[src/rtl/data_mem_ctrl.sv]
// ---------------------------------------------------------------------------
// data_mem_ctrl
//   Data-memory controller for the pipeline M stage. Accepts one load/store
//   at a time, stalls the pipeline for LATENCY cycles, then pulses done (and
//   err for illegal accesses) for one cycle. Storage is an internal array of
//   DEPTH words of DATA_W bits, organised as one byte-wide array per lane so
//   that partial stores touch only their own lanes.
//
// Parameters
//   DATA_W   data bus width in bits (multiple of 8, >= 32)
//   DEPTH    number of DATA_W-bit words
//   LATENCY  cycles from acceptance to completion (1..8)
//
// Ports
//   clk      rising-edge clock
//   reset    asynchronous active-low reset
//   req      access request (sampled in IDLE only)
//   we       1 = store, 0 = load
//   size     00 byte, 01 halfword, 10 word (full DATA_W), 11 reserved
//   addr     byte address
//   wdata    store data, right-aligned for byte/halfword
//   rdata    registered load result, zero-extended
//   stall    pipeline hold request
//   done     one-cycle completion pulse
//   err      one-cycle error pulse, coincident with done
// ---------------------------------------------------------------------------
module data_mem_ctrl #(
    parameter int DATA_W  = 32,
    parameter int DEPTH   = 64,
    parameter int LATENCY = 2
) (
    input  logic              clk,
    input  logic              reset,
    input  logic              req,
    input  logic              we,
    input  logic [1:0]        size,
    input  logic [31:0]       addr,
    input  logic [DATA_W-1:0] wdata,
    output logic [DATA_W-1:0] rdata,
    output logic              stall,
    output logic              done,
    output logic              err
);

    localparam int NB = DATA_W / 8;
    localparam int LB = $clog2(NB);
    localparam int AW = (DEPTH > 1) ? $clog2(DEPTH) : 1;
    localparam int IW = 32 - LB;
    localparam logic [2:0] CNT_INIT = (LATENCY > 1) ? 3'(LATENCY - 2) : 3'd0;

    typedef enum logic [1:0] {S_IDLE, S_BUSY, S_DONE} state_t;

    state_t            r_state;
    logic [2:0]        r_cnt;
    logic              r_we;
    logic [1:0]        r_size;
    logic [31:0]       r_addr;
    logic [DATA_W-1:0] r_wdata;
    logic [DATA_W-1:0] r_rdata;
    logic              r_done;
    logic              r_err;

    logic              w_req_ok;
    logic              w_accept;
    logic              w_enter_done;
    logic              w_op_we;
    logic [1:0]        w_op_size;
    logic [31:0]       w_op_addr;
    logic [DATA_W-1:0] w_op_wdata;
    logic [LB-1:0]     w_lane;
    logic [IW-1:0]     w_index;
    logic [AW-1:0]     w_idx;
    logic              w_err;
    logic              w_mem_we;
    logic [NB-1:0]     w_be;
    logic [DATA_W-1:0] w_wr_data;
    logic [DATA_W-1:0] w_rd_word;
    logic [DATA_W-1:0] w_rd_shift;
    logic [DATA_W-1:0] w_rd_val;

    // A request is never taken while reset is held, even if req is high.
    assign w_req_ok = req & reset;
    assign w_accept = (r_state == S_IDLE) && w_req_ok;

    // With LATENCY=1 the access completes on the acceptance edge itself, so
    // the operation is taken straight from the inputs while in IDLE and from
    // the captured copy afterwards.
    assign w_op_we    = (r_state == S_IDLE) ? we    : r_we;
    assign w_op_size  = (r_state == S_IDLE) ? size  : r_size;
    assign w_op_addr  = (r_state == S_IDLE) ? addr  : r_addr;
    assign w_op_wdata = (r_state == S_IDLE) ? wdata : r_wdata;

    assign w_lane  = w_op_addr[LB-1:0];
    assign w_index = w_op_addr[31:LB];
    assign w_idx   = w_index[AW-1:0];

    assign w_err = (w_op_size == 2'b11)
                || ((w_op_size == 2'b01) && w_lane[0])
                || ((w_op_size == 2'b10) && (w_lane != '0))
                || (32'(w_index) >= 32'(DEPTH));

    assign w_enter_done = (w_accept && (LATENCY == 1))
                       || ((r_state == S_BUSY) && (r_cnt == 3'd0));

    assign w_mem_we = w_enter_done && w_op_we && !w_err;

    always_comb begin
        w_be = '1;
        case (w_op_size)
            2'b00:   w_be = NB'(1) << w_lane;
            2'b01:   w_be = NB'(3) << w_lane;
            default: w_be = '1;
        endcase
    end

    assign w_wr_data  = w_op_wdata << {w_lane, 3'b000};
    assign w_rd_shift = w_rd_word >> {w_lane, 3'b000};

    always_comb begin
        w_rd_val = w_rd_shift;
        case (w_op_size)
            2'b00:   w_rd_val = DATA_W'(w_rd_shift[7:0]);
            2'b01:   w_rd_val = DATA_W'(w_rd_shift[15:0]);
            default: w_rd_val = w_rd_shift;
        endcase
    end

    // One byte-wide array per lane; contents are not reset.
    genvar gi;
    generate
        for (gi = 0; gi < NB; gi++) begin : g_lane
            logic [7:0] r_mem [DEPTH];

            always_ff @(posedge clk) begin
                if (w_mem_we && w_be[gi]) begin
                    r_mem[w_idx] <= w_wr_data[gi*8 +: 8];
                end
            end

            assign w_rd_word[gi*8 +: 8] = r_mem[w_idx];
        end
    endgenerate

    always_ff @(posedge clk or negedge reset) begin
        if (!reset) begin
            r_state <= S_IDLE;
            r_cnt   <= 3'd0;
            r_we    <= 1'b0;
            r_size  <= 2'b00;
            r_addr  <= 32'd0;
            r_wdata <= '0;
            r_rdata <= '0;
            r_done  <= 1'b0;
            r_err   <= 1'b0;
        end else begin
            r_done <= w_enter_done;
            r_err  <= w_enter_done && w_err;

            // Errors clear rdata; valid loads replace it; stores keep it.
            if (w_enter_done) begin
                if (w_err) begin
                    r_rdata <= '0;
                end else if (!w_op_we) begin
                    r_rdata <= w_rd_val;
                end
            end

            case (r_state)
                S_IDLE: begin
                    if (w_accept) begin
                        r_we    <= we;
                        r_size  <= size;
                        r_addr  <= addr;
                        r_wdata <= wdata;
                        if (LATENCY == 1) begin
                            r_state <= S_DONE;
                        end else begin
                            r_state <= S_BUSY;
                            r_cnt   <= CNT_INIT;
                        end
                    end
                end
                S_BUSY: begin
                    if (r_cnt == 3'd0) begin
                        r_state <= S_DONE;
                    end else begin
                        r_cnt <= r_cnt - 3'd1;
                    end
                end
                S_DONE: begin
                    r_state <= S_IDLE;
                end
                default: begin
                    r_state <= S_IDLE;
                end
            endcase
        end
    end

    assign stall = w_accept || (r_state == S_BUSY);
    assign done  = r_done;
    assign err   = r_err;
    assign rdata = r_rdata;

endmodule

[config.mk]
export PLATFORM = sky130hd
export DESIGN_NAME = data_mem_ctrl
export DESIGN_NICKNAME = d
export VERILOG_FILES = /design/src/rtl/data_mem_ctrl.sv
export SDC_FILE = /design/constraint.sdc
export NUM_CORES = 2
export LEC_CHECK = 0
export BUFFER_PORTS_ARGS = -buffer_cell sky130_fd_sc_hd__buf_2
export CAP_MARGIN = 20
export CORE_MARGIN = 3
export CORE_UTILIZATION = 55
export DETAILED_ROUTE_END_ITERATION = 16
export PLACE_DENSITY_LB_ADDON = 0.25
export SYNTH_ARGS = -nofsm -noshare
export SYNTH_HDL_FRONTEND = slang
export SYNTH_SLANG_ARGS = --single-unit
[constraint.sdc]
create_clock -name clk -period 9.6 [get_ports clk]
set_input_delay 0.48 -clock clk [delete_from_list [all_inputs] [get_ports clk]]
set_output_delay 0.48 -clock clk [all_outputs]
set_load 0.005 [all_outputs]
==> results.md <==
- Status: completed
- Dpl cells: 7814
- Initial antenna violation count: 18
- Avg Inst Size Synth: 14.4 µm²
- Synth Area in Adders: 0.0295%
- GP Congestion: 0.936
- Total CTS buffers: 205
- Ys async rst share: 4.92%
- Nets: 6188
- Largest net degree at the start of global routing: 145
- Post-synth EDFFs: 2048
- Vias in the first global route: 55200
- Max Clock Freq: 162 MHz
- CP Max Fanout: 45
- Switching Power: 13.5 mW
- Commonest non-fill, non-tap cells in the layout: 2048 x edfxtp_1, 985 x nand2_1, 404 x o22ai_1, 246 x buf_4, 222 x nor3_1
- Count of pins over their slew limit: 0
- WS Path Type: flop to flop
- Worst Path Required: 10.36 ns
- Final hold viol count: 0
- Syn_nets: 5947
- Reg2reg setup slack: 3.44 ns
- Setup crit end kind: flop
- Max-cap violations: 0
- Worst slew pin tran: 1.48 ns
- Clk slew on worst S/H paths: 0.07 ns
- XOR/XNOR Fraction of Synth Area: 0.0103%
- Most common cell after layout, fill and taps aside: edfxtp_1
- Layout Cells excl Fill: 8341
- Core Rows: 143
- Total Wirelength: 287000 µm
- Grt total ovfl: 0
- Clk_skew: 0.0430 ns
- Sequential cell area: 64200 µm²
- Die H: 399 µm
- Vias: 58500
- RSZ-0062 raised after global routing: false
- Finished Core Util: 63.3%
- Area of the multi-input gates: 19400 µm²
- Drt drc: 0
- Ys Warns: 0
- Peak supply drop: 0.387 mV
- IO Pins: 105
- Final setup fails: 0
- Post-cts sizing count: 0
- P_leak: 31.9 nW
- Hold Buf Count CTS: 63
- GRT Util Overall: 35.7%
- Placed cell areas: 88600 µm²
- Setup ws final: 3.44 ns
- Pwr Density: 347 nW/µm²
- Largest family of logic cells by synthesized area: compound AO/OA/AOI/OAI gates
- Main synth FF type: edfxtp_1
- Vias/cell: 7.01
- WL per Instance: 34.4 µm
- Clock power share: 25.1%
- First-pass GRT wire length: 403000 µm
- Period utilization: 64.1%
- Initial Util: 55.6%
- CTS tree: yes
- Synth Area in Compound Gates: 10.6%
- Netlist Area Pre-Place: 84800 µm²
- Area share of and/or/nand/nor cells after synthesis: 9.32%
- #FFs+latches synth: 2154
- Core ar.: 153000 µm²
- Root buf cell: clkbuf_16
- Combinational share of power: 36.9%
- I/O Buffers: 104
- Clock tree buffer depth: 3
- Clock Latency Late Sink: 0.87 ns
- Die area: 159000 µm²
- Post-route ant nets: 0
- Sw frac: 40.4%
- Drt pass-1 iters: 7
- Filler cell count: 10800
- Pre-CTS setup slack: 3.57 ns
- Post-route setup TNS: 0 ns
- Die width: 399 µm
- Area Growth Syn to Fin: 14.0%
- Clock Sinks: 2154
- Htree depth: 4
- Design area: 96600 µm²
- Post-DP HPWL: 166000 µm
- Post-synthesis mux area share: 1.89%
- Number of DRC markers in iteration 0: 9829
- Mapped Cells: 5875
- Yosys cell types: 85
- Worst Hold Class: primary input to flop
- Layout cells sized above 1: 13.6%
- Slew margin rel.: 1.63%
- Post-synthesis sequential area ratio: 75.7%
- Startpoint Class: flop
- CP arrival: 6.92 ns
- Tmin final: 6.16 ns
- Flop pwr share: 38.0%
- P_int: 20.0 mW
- Setup Buffers After CTS: 0
## critical path, cell delays in order (launching register included)
cell	delay [ns]
dfrtp_1	0.76
nor2_4	0.25
buf_4	0.67
o32a_2	0.85
buf_4	0.73
o22ai_1	0.16
o21ai_0	0.22
a21oi_1	0.15
nor4_1	0.97
nand3_1	0.65
mux2_2	0.47
o21ai_1	0.11
## power groups by stage
stage	Combinational (mW)	Clock [mW]	Sequential, mW
floorplan	6.09	0	13.1
global placement	11.5	0	12.9
detailed placement	11.7	0	12.9
CTS	11.8	8.40	12.7
global route	12.5	8.78	12.8
finish	12.4	8.40	12.7
## final timing paths
check                                       startpoint                endpoint  cells past startpoint
worst max-delay path            r_state[1]$_DFFE_PN0P_   rdata[15]$_DFFE_PN0P_                     11
worst min-delay path                           addr[3]   r_addr[3]$_DFFE_PN0P_                      3
worst max register to register  r_state[1]$_DFFE_PN0P_   rdata[15]$_DFFE_PN0P_                     11
worst min register to register  r_addr[31]$_DFFE_PN0P_  r_addr[31]$_DFFE_PN0P_                      2
max in group asynchronous                        reset    rdata[8]$_DFFE_PN0P_                      3
min in group asynchronous                        reset  r_addr[27]$_DFFE_PN0P_                      2
## cell usage after synthesis, types with 42 or more instances
cell      instances  area, µm²
a21oi_1         149        746
a31oi_1         103        644
a32oi_1         102        893
buf_1            61        229
buf_2           176        881
clkbuf_1        179        672
dfrtp_1         106       2650
edfxtp_1       2048      61500
mux2i_1         135       1350
nand2_1         992       3720
nand3_1         206       1030
nor2_1          194        728
nor3_1          232       1160
nor4_1           42        263
o21ai_0         136        681
o221ai_1         89        780
o22a_1           47        412
o22ai_1         412       2580
## kinds of logic (layout without fill, tap and decap cells)
kind of cell / Yosys count / count (layout)
flops: 2154 / 2154
simple gates: 1804 / 1804
compound gates: 1298 / 1298
buf+inv: 459 / 873
mux: 157 / 157
fa+ha+maj: 2 / 2
xor+xnor: 1 / 1
other cells: 0 / 22
## registers in the layout (all words and copies together), names as in the netlist
name,flops
done,1
err,1
g_lane.r_mem,2048
r_addr,32
r_cnt,3
r_size,2
r_state,2
r_wdata,32
r_we,1
rdata,32
## layer usage
| layer | wire length, µm | GRT usage [%] | vias up |
|---|---|---|---|
| li1 | - | - | 23600 |
| met1 | 99500 | 47.2 | 28900 |
| met4 | 18100 | 19.7 | 10 |
| met3 | 42900 | 12.0 | 944 |
| met2 | 126000 | 52.1 | 4984 |
| met5 | 69 | 0.369 | - |
## through the flow
stage	power [mW]	hold WS, ns
finish	33.5	0.111
global placement	24.4	0.450
CTS	32.9	0.0520
floorplan	19.1	0.184
detailed placement	24.6	0.456
global route	34.1	0.102
## cell type report
type                            count  area share [%]
Antenna cell                       22          0.0570
Clock buffer                      258            5.63
Clock inverter                    122            1.57
Inverter                            8          0.0311
Multi-Input combinational cell   3262            20.0
Sequential cell                  2154            66.4
Tap cell                         2030            2.63
Timing Repair Buffer              485            3.67
(Power assumes the default switching activity.)
